<file path="config.mk">
export PLATFORM = sky130hd
export DESIGN_NAME = barrel_rotator_rx
export DESIGN_NICKNAME = d
export VERILOG_FILES = /design/src/rtl/barrel_pkg.sv /design/src/rtl/barrel_rotr_stage.sv /design/src/rtl/barrel_rotator_rx.sv
export SDC_FILE = /design/constraint.sdc
export NUM_CORES = 1
export LEC_CHECK = 0
export ABC_CLOCK_PERIOD_IN_PS = 3700
export BUFFER_PORTS_ARGS = -buffer_cell sky130_fd_sc_hd__buf_2
export CORE_ASPECT_RATIO = 0.8
export CORE_MARGIN = 4
export CORE_UTILIZATION = 59
export DETAILED_ROUTE_END_ITERATION = 8
export GPL_TIMING_DRIVEN = 0
export PLACE_DENSITY = 0.9
export SLEW_MARGIN = 20
export SYNTH_ARGS = -nofsm -noshare
export SYNTH_HDL_FRONTEND = slang
export SYNTH_SLANG_ARGS = --single-unit
</file>
<file path="constraint.sdc">
create_clock -name clk -period 3.7 [get_ports clk]
set_clock_uncertainty 0.1 [all_clocks]
set_input_delay 0.37 -clock clk [delete_from_list [all_inputs] [get_ports clk]]
set_output_delay 0.37 -clock clk [all_outputs]
set_load 0.01 [all_outputs]
</file>
<file path="src/rtl/barrel_pkg.sv">
// Shared helpers for the rotate-left encoder and rotate-right decoder barrel units.
// Rotation helpers work on words up to MAX_DATA_W bits; callers zero-extend narrower words.
package barrel_pkg;

  localparam int MAX_DATA_W = 64;

  typedef logic [MAX_DATA_W-1:0] word_t;
  typedef logic [MAX_DATA_W:0]   wide_t;

  function automatic int sa_width(input int data_width);
    return (data_width <= 2) ? 1 : $clog2(data_width);
  endfunction

  function automatic int bits_per_stage(input int sa_w, input int num_stages);
    return (sa_w + num_stages - 1) / num_stages;
  endfunction

  // Slice of the full shift amount owned by one stage, kept at its binary weight.
  function automatic int unsigned stage_shift(input int unsigned shift, input int stage_idx,
                                              input int bps, input int sa_w);
    int lo;
    int w;
    lo = stage_idx * bps;
    if (lo >= sa_w) return 0;
    w = ((sa_w - lo) < bps) ? (sa_w - lo) : bps;
    return ((shift >> lo) & ((32'd1 << w) - 32'd1)) << lo;
  endfunction

  // One extra bit of headroom keeps the shift by (width - 0) harmless when s = 0.
  function automatic word_t rot_right(input word_t x, input int width, input int unsigned s);
    wide_t wx;
    wide_t mask;
    wide_t r;
    wx   = {1'b0, x};
    mask = (wide_t'(1) << width) - wide_t'(1);
    r    = ((wx >> s) | (wx << (width - s))) & mask;
    return r[MAX_DATA_W-1:0];
  endfunction

  function automatic word_t rot_left(input word_t x, input int width, input int unsigned s);
    wide_t wx;
    wide_t mask;
    wide_t r;
    wx   = {1'b0, x};
    mask = (wide_t'(1) << width) - wide_t'(1);
    r    = ((wx << s) | (wx >> (width - s))) & mask;
    return r[MAX_DATA_W-1:0];
  endfunction

endpackage

</file>
<file path="src/rtl/barrel_rotr_stage.sv">
// One valid/ready register stage of the rotate-right pipeline, resolving its shift slice.
// BARREL_ROTATOR_DIR_SEL_EN adds a carried direction bit (1 = rotate left).
module barrel_rotr_stage
  import barrel_pkg::*;
#(
  parameter int DATA_WIDTH     = 32,
  parameter int SA_WIDTH       = 5,
  parameter int BITS_PER_STAGE = 3,
  parameter int STAGE_IDX      = 0
) (
  input  logic                  clk,
  input  logic                  reset,
  input  logic                  prev_valid,
  output logic                  prev_ready,
  input  logic [DATA_WIDTH-1:0] prev_data,
  input  logic [SA_WIDTH-1:0]   prev_shift,
`ifdef BARREL_ROTATOR_DIR_SEL_EN
  input  logic                  prev_dir,
  output logic                  dir,
`endif
  input  logic                  next_ready,
  output logic                  valid,
  output logic [DATA_WIDTH-1:0] data,
  output logic [SA_WIDTH-1:0]   shift
);

  int unsigned           amt;
  word_t                 rot_word;
  logic [DATA_WIDTH-1:0] rot_data;

  always_comb begin
    amt = stage_shift(32'(prev_shift), STAGE_IDX, BITS_PER_STAGE, SA_WIDTH);
`ifdef BARREL_ROTATOR_DIR_SEL_EN
    if (prev_dir) rot_word = rot_left(word_t'(prev_data), DATA_WIDTH, amt);
    else          rot_word = rot_right(word_t'(prev_data), DATA_WIDTH, amt);
`else
    rot_word = rot_right(word_t'(prev_data), DATA_WIDTH, amt);
`endif
    rot_data = rot_word[DATA_WIDTH-1:0];
  end

  // Empty or draining stages accept; bubbles collapse.
  assign prev_ready = !valid || next_ready;

  always_ff @(posedge clk) begin
    if (reset) begin
      valid <= 1'b0;
      data  <= '0;
      shift <= '0;
`ifdef BARREL_ROTATOR_DIR_SEL_EN
      dir   <= 1'b0;
`endif
    end else if (prev_ready) begin
      valid <= prev_valid;
      if (prev_valid) begin
        data  <= rot_data;
        shift <= prev_shift;
`ifdef BARREL_ROTATOR_DIR_SEL_EN
        dir   <= prev_dir;
`endif
      end
    end
  end

endmodule

</file>
<file path="src/rtl/barrel_rotator_rx.sv">
// Pipelined rotate-right unit with per-word shift amount and valid/ready backpressure.
// BARREL_ROTATOR_DIR_SEL_EN adds in_dir/out_dir for per-word rotate direction.
module barrel_rotator_rx
  import barrel_pkg::*;
#(
  parameter  int DATA_WIDTH     = 32,
  parameter  int NUM_STAGES     = 2,
  localparam int SA_WIDTH       = sa_width(DATA_WIDTH),
  localparam int BITS_PER_STAGE = bits_per_stage(SA_WIDTH, NUM_STAGES)
) (
  input  logic                  clk,
  input  logic                  reset,
  input  logic                  in_valid,
  output logic                  in_ready,
  input  logic [DATA_WIDTH-1:0] in_data,
  input  logic [SA_WIDTH-1:0]   in_shift,
`ifdef BARREL_ROTATOR_DIR_SEL_EN
  input  logic                  in_dir,
  output logic                  out_dir,
`endif
  output logic                  out_valid,
  input  logic                  out_ready,
  output logic [DATA_WIDTH-1:0] out_data,
  output logic [SA_WIDTH-1:0]   out_shift
);

  // Index 0 is the input side; index k+1 is the register output of stage k.
  logic                  vld_p [0:NUM_STAGES];
  logic                  rdy_p [0:NUM_STAGES];
  logic [DATA_WIDTH-1:0] dat_p [0:NUM_STAGES];
  logic [SA_WIDTH-1:0]   sft_p [0:NUM_STAGES];
`ifdef BARREL_ROTATOR_DIR_SEL_EN
  logic                  dir_p [0:NUM_STAGES];
`endif

  assign vld_p[0]          = in_valid;
  assign dat_p[0]          = in_data;
  assign sft_p[0]          = in_shift;
  assign rdy_p[NUM_STAGES] = out_ready;
  assign in_ready          = rdy_p[0];
`ifdef BARREL_ROTATOR_DIR_SEL_EN
  assign dir_p[0]          = in_dir;
  assign out_dir           = dir_p[NUM_STAGES];
`endif

  for (genvar k = 0; k < NUM_STAGES; k++) begin : g_stage
    barrel_rotr_stage #(
      .DATA_WIDTH    (DATA_WIDTH),
      .SA_WIDTH      (SA_WIDTH),
      .BITS_PER_STAGE(BITS_PER_STAGE),
      .STAGE_IDX     (k)
    ) u_stage (
      .clk       (clk),
      .reset     (reset),
      .prev_valid(vld_p[k]),
      .prev_ready(rdy_p[k]),
      .prev_data (dat_p[k]),
      .prev_shift(sft_p[k]),
`ifdef BARREL_ROTATOR_DIR_SEL_EN
      .prev_dir  (dir_p[k]),
      .dir       (dir_p[k+1]),
`endif
      .next_ready(rdy_p[k+1]),
      .valid     (vld_p[k+1]),
      .data      (dat_p[k+1]),
      .shift     (sft_p[k+1])
    );
  end

  assign out_valid = vld_p[NUM_STAGES];
  assign out_data  = dat_p[NUM_STAGES];
  assign out_shift = sft_p[NUM_STAGES];

endmodule

</file>
==> results of run 1 <==
-- worst max-delay path by stage --
stage	startpoint	to	slack (ns)	cells past startpoint
after floorplan	in_shift[1]	g_stage[0].u_stage.data[31]	0.79	11
after global placement	in_shift[1]	g_stage[0].u_stage.data[25]	0.36	12
after detailed placement	in_shift[1]	g_stage[0].u_stage.data[25]	0.33	12
after CTS	in_shift[1]	g_stage[0].u_stage.data[25]	0.66	12
after global routing	in_shift[1]	g_stage[0].u_stage.data[25]	0.47	12
final	in_shift[1]	g_stage[0].u_stage.data[25]	0.52	12
-- Yosys cell counts, types with 15 or more instances --
cell type,count
a21oi_1,35
mux2i_1,48
nor2_1,57
mux4_2,53
o21ai_0,17
buf_4,40
a211oi_1,25
clkbuf_1,28
nand2_1,72
buf_2,15
a22oi_1,19
dfxtp_1,76
a311oi_1,20
-- through the flow --
| stage | power (W) | instance area (um^2) | std cells |
|---|---|---|---|
| floorplan | 0.00147 | 6130 | 656 |
| global placement | 0.00170 | 6680 | 868 |
| detailed placement | 0.00172 | 6680 | 868 |
| CTS | 0.00271 | 7020 | 883 |
| global route | 0.00282 | 7020 | 883 |
| finish | 0.00274 | 7020 | 883 |
-- flip-flops by register name, indices dropped and copies added (netlist names) --
register	cells
g_stage.u_stage.valid	2
g_stage.u_stage.data	64
g_stage.u_stage.shift	10
-- metal layers --
metal  share of wire  vias to the layer above  global-route usage
met3            0.14                       58               0.102
li1                -                     2658                   -
met5               0                        -                   0
met2            0.44                      499               0.534
met1            0.39                     2917               0.499
met4           0.026                        0              0.0870
-- where the power goes --
group | internal [W] | leakage, nW | switching (W)
logic | 0.000346 | 2.00 | 0.000429
registers | 0.000880 | 0.627 | 0.0000778
clock network | 0.000657 | 0.166 | 0.000349
total | 0.00188 | 2.79 | 0.000857
-- cells by family (layout without fill, tap and decap cells) --
kind of cell | after synthesis | in the layout | synth area share
AND/OR/NAND/NOR | 167 | 167 | 0.119
AO/OA/AOI/OAI | 181 | 181 | 0.212
multiplexers | 118 | 118 | 0.312
flip-flops | 76 | 76 | 0.248
buffers and inverters | 111 | 202 | 0.103
adder cells (fa/ha/maj) | 3 | 3 | 0.00612
-- cell type report --
type	count	area [um^2]
plain buffers	95	574
clock buffers	9	225
flip-flops and latches	76	1520
well taps	136	170
repair buffers	76	380
fillers	776	2870
inverters	16	60.1
multi-input cells	469	3980
clock inverters	6	113
-- worst register-to-register path: stages (launching register included) --
cell	delay (ns)
dfxtp_1	0.32
buf_2	0.26
inv_1	0.20
buf_1	0.27
ha_1	0.34
buf_2	0.19
buf_2	0.27
mux2_2	0.39
a2bb2oi_1	0.22
o221ai_1	0.16
o211a_1	0.16
==> flow_summary_export.csv, run 1 <==
group,metric,value,unit
logic_synthesis,ys_seq_area_frac,0.248,
finish,layout.nets,787,
sta,fmax,0.315,GHz
sta,fin_crit_sh,0.859,
logic_synthesis,synth_ff_type,"dfxtp_1",
finish,layout-drive-gt1-share,0.303,
sta,fin_ws,0.523,ns
pwr,ir_drop,0.322,mV
routing,viasPerCell,6.94,
worst_hold_path,worstHoldStart,"in_shift[4]",
routing,wl_per_cell,24.3,um
grt,overflow,0,
clock_network,cts.sinks,76,
worst_hold_path,hold_path_depth,3,
clock_network,post_cts_resized,0,
clock_network,clkLatencyLatePin,0.33,ns
logic_synthesis,ys_ff_latch,76,
critical_path,crit_top_cell,"buf_4",
critical_path,setup.worst_path.start_class,"primary input",
finish,area_delta_synth_final,14.5,%
grt,grt_pass1_vias,5735,
die,initial_core_util,0.620,
routing,vias,6132,
pwr,p_per_area,390,nW/um^2
placement,place_hpwl,16600,um
sta,holdWs,0.199,ns
critical_path,slowest_stage,"a211oi_1",
critical_path,worstPathArrival,3.28,ns
placement,pre_cts_slack,0.328,ns
logic_synthesis,synth.avg_cell_area,9.35,um^2
critical_path,worst_setup_path_end_kind,"register",
sta,worst_slew_pin_slew,0.817,ns
die,core-area,9890,um^2
grt,grtUsageTotal,0.352,
worst_hold_path,hp-class,"primary input to register",
die,core.rowCount,32,
logic_synthesis,synthCells,656,
logic_synthesis,synth_area,6130,um^2
placement,gp_congestion,1.05,
sta,finalSetupTns,0,ns
critical_path,path_cells,"buf_4 -> buf_4 -> buf_2 -> inv_1 -> ha_1 -> buf_6 -> buf_4 -> buf_4 -> mux2i_1 -> o22ai_1 -> a211oi_1 -> o211ai_1",
finish,final_cell_mix,"buf_2, dfxtp_1, nand2_1",
finish,mostFrequentLayoutCell,"buf_2",
job,maxCapViolCount,0,
sta,hold_violations,0,
logic_synthesis,synthArstFlopShare,0,
sta,rsz0062_at_grt,"false",
logic_synthesis,synth_top_cell_by_area,"dfxtp_1",
logic_synthesis,yosysTopAreaCellShare,0.248,
critical_path,critical_path_required,3.80,ns
grt,antenna_found_initial,0,
clock_network,tritoncts,"yes",
critical_path,r2r-start,"g_stage[0].u_stage.shift[3]",
die,io-pin-count,80,
die,die_w,122,um
routing,drc,0,
clock_network,cts_root_buffer,"clkbuf_16",
critical_path,r2r-end,"g_stage[1].u_stage.data[22]",
logic_synthesis,ys_types,53,
clock_network,holdBufCountCts,0,
sta,maxSlewViolCount,0,
pwr,power_leakage,2.79,nW
placement,port_buffers,76,
critical_path,critPathMaxStageDelay,0.45,ns
routing,ant_nets,0,
clock_network,numCtsBuffers,9,
sta,setup_viol,0,
grt,grt_pass1_wl,32900,um
critical_path,cp.buffers_inverters,7,
finish,post-route-util,0.710,
clock_network,cts.clk_slew.worst_paths,0.06,ns
worst_hold_path,hold_end,"g_stage[0].u_stage.shift[4]",
logic_synthesis,synth_nets,700,
grt,grt_max_degree,14,
status,status,"completed",
routing,routed_wl,21500,um
logic_synthesis,yosys_warnings,0,
critical_path,worstSetupPathType,"primary input to register",
clock_network,post_cts_buffers,0,
routing,drtPass1Iterations,5,
logic_synthesis,netlist_top_cells_area,"dfxtp_1, mux4_2, mux2i_1",
routing,drtIter0Drc,709,
clock_network,cts_max_level,3,
die,die_h,99.2,um
sta,period_needed,3.18,ns
sta,slew_headroom,0.451,
critical_path,cp_max_fo,10,
critical_path,critical-path-top-delay-family,"buffers and inverters",
die,dieArea,12100,um^2
finish,num_antenna_cells,0,
logic_synthesis,synth_edf_count,0,
critical_path,ff2ff_setup_slack,0.71,ns
critical_path,r2r_cells,10,
clock_network,clockBufferDepth,2,
Note: power is estimated with default switching activity, not from simulation.
==> run 2: changes to the inputs <==
--- a/config.mk
+++ b/config.mk
@@ -6,7 +6,7 @@
 export NUM_CORES = 1
 export LEC_CHECK = 0
 export ABC_CLOCK_PERIOD_IN_PS = 3700
-export BUFFER_PORTS_ARGS = -buffer_cell sky130_fd_sc_hd__buf_2
+export BUFFER_PORTS_ARGS = -buffer_cell sky130_fd_sc_hd__clkbuf_2
 export CORE_ASPECT_RATIO = 0.8
 export CORE_MARGIN = 4
 export CORE_UTILIZATION = 59
==> run 2 against run 1 <==
  * Register-to-register slack improved by 0.03 ns
  * Largest power group unchanged
  * First-iteration DRC count rose by 20%
  * Final cell count rose by 0.11%
  * Design area barely moved
  * Via count rose by 2.1%
  * Die area did not move
  * Worst hold slack got worse by 0.037 ns
  * Utilization barely moved
  * Combinational power rose by 0.5%
  * Maximum frequency fell by 1.9%
  * Critical path type unchanged
  * Critical path depth did not move
==> flow_summary_export.csv, run 2 (synthesized netlist as in run 1, its figures left out) <==
group,metric,value,unit
finish,layout-drive-gt1-share,0.303,
die,core.rowCount,32,
routing,viasPerCell,7.08,
die,dieArea,12100,um^2
finish,layout.nets,787,
critical_path,cp.buffers_inverters,7,
sta,fmax,0.309,GHz
clock_network,post_cts_buffers,0,
worst_hold_path,hp-class,"primary input to register",
grt,antenna_found_initial,0,
critical_path,critPathMaxStageDelay,0.46,ns
finish,area_delta_synth_final,14.4,%
sta,rsz0062_at_grt,"false",
critical_path,worst_setup_path_end_kind,"register",
placement,gp_congestion,1.05,
critical_path,cp_max_fo,10,
finish,fillers,801,
placement,place_hpwl,17200,um
routing,vias,6259,
clock_network,holdBufCountCts,0,
finish,num_antenna_cells,0,
routing,drtPass1Iterations,5,
sta,slew_headroom,0.516,
sta,worst_slew_pin_slew,0.720,ns
die,die_w,122,um
clock_network,cts_root_buffer,"clkbuf_16",
sta,maxSlewViolCount,0,
die,core-area,9890,um^2
grt,grt_pass1_vias,5937,
routing,ant_nets,0,
critical_path,ff2ff_setup_slack,0.74,ns
clock_network,numCtsBuffers,9,
routing,wl_per_cell,24.9,um
finish,post-route-util,0.710,
critical_path,setup.worst_path.start_class,"primary input",
clock_network,cts.clk_slew.worst_paths,0.06,ns
grt,grt_pass1_wl,33900,um
clock_network,clkLatencyLatePin,0.34,ns
pwr,ir_drop,0.268,mV
grt,grt_max_degree,15,
sta,fin_crit_sh,0.875,
critical_path,slowest_stage,"ha_1",
critical_path,critical_path_required,3.81,ns
sta,period_needed,3.24,ns
critical_path,worstSetupPathType,"primary input to register",
die,initial_core_util,0.620,
die,io-pin-count,80,
grt,grtUsageTotal,0.367,
critical_path,crit_top_cell,"buf_4",
sta,finalSetupTns,0,ns
finish,top_regs,"g_stage.u_stage.data (64), g_stage.u_stage.shift (10), g_stage.u_stage.valid (2)",
status,status,"completed",
routing,drtIter0Drc,850,
placement,port_buffers,76,
clock_network,post_cts_resized,0,
finish,top_register,"g_stage.u_stage.data",
job,maxCapViolCount,0,
sta,setup_viol,0,
clock_network,cts_max_level,3,
clock_network,clockBufferDepth,2,
critical_path,worstPathArrival,3.35,ns
clock_network,cts.sinks,76,
routing,drc,0,
finish,largest_register_ff_count,64,
critical_path,path_cells,"buf_4 -> buf_4 -> buf_2 -> inv_1 -> ha_1 -> buf_6 -> buf_4 -> buf_4 -> mux2i_1 -> o22ai_1 -> a211oi_1 -> o211ai_1",
critical_path,critical-path-top-delay-family,"buffers and inverters",
finish,final_cell_mix,"dfxtp_1, clkbuf_2, nand2_1",
clock_network,tritoncts,"yes",
pwr,p_per_area,389,nW/um^2
sta,hold_violations,0,
die,die_h,99.2,um
grt,overflow,0,
pwr,report.power.total,0.00273,W
pwr,power_leakage,2.77,nW
routing,routed_wl,22000,um
run 2: tightest hold or removal path, cell delays in order:
cell,delay [ns]
clkbuf_2,0.08
nand2_1,0.05
a21oi_1,0.05
run 2: final cells by class:
class	instances	area (um^2)	share of cell area
plain buffers	95	574	0.0818
inverters	16	60.1	0.00856
repair buffers	76	380	0.0542
multi-input cells	469	3980	0.567
clock buffers	10	239	0.0341
clock inverters	6	95.1	0.0135
flip-flops and latches	76	1520	0.217
well taps	136	170	0.0242
run 2: metrics by stage:
step / std cells / hold WS, ns / cell area [um^2] / worst slack [ns]
after floorplan: 656 / 0.332 / 6130 / 0.793
after global placement: 868 / 0.346 / 6680 / 0.327
after detailed placement: 868 / 0.352 / 6680 / 0.268
after CTS: 884 / 0.158 / 7020 / 0.602
after global routing: 884 / 0.177 / 7020 / 0.434
final: 884 / 0.162 / 7020 / 0.463
run 2: path summary, 6_finish.rpt:
| path | depth (start not counted) | end | startpoint |
|---|---|---|---|
| worst max-delay path | 12 | g_stage[0].u_stage.data[25] | in_shift[1] |
| worst min-delay path | 3 | g_stage[0].u_stage.shift[3] | in_shift[3] |
| worst max register to register | 10 | g_stage[1].u_stage.data[2] | g_stage[0].u_stage.shift[3] |
| worst min register to register | 2 | g_stage[1].u_stage.shift[4] | g_stage[1].u_stage.shift[4] |
run 2: metal layers:
metal	share of wire	global-route usage
met5	0.0026	0.0375
met4	0.035	0.123
met3	0.15	0.0989
met2	0.42	0.540
met1	0.39	0.520
run 2: report_power, final:
group	internal (W)	switching (W)
Combinational	0.000346	0.000434
Sequential	0.000880	0.0000838
Clock	0.000616	0.000369
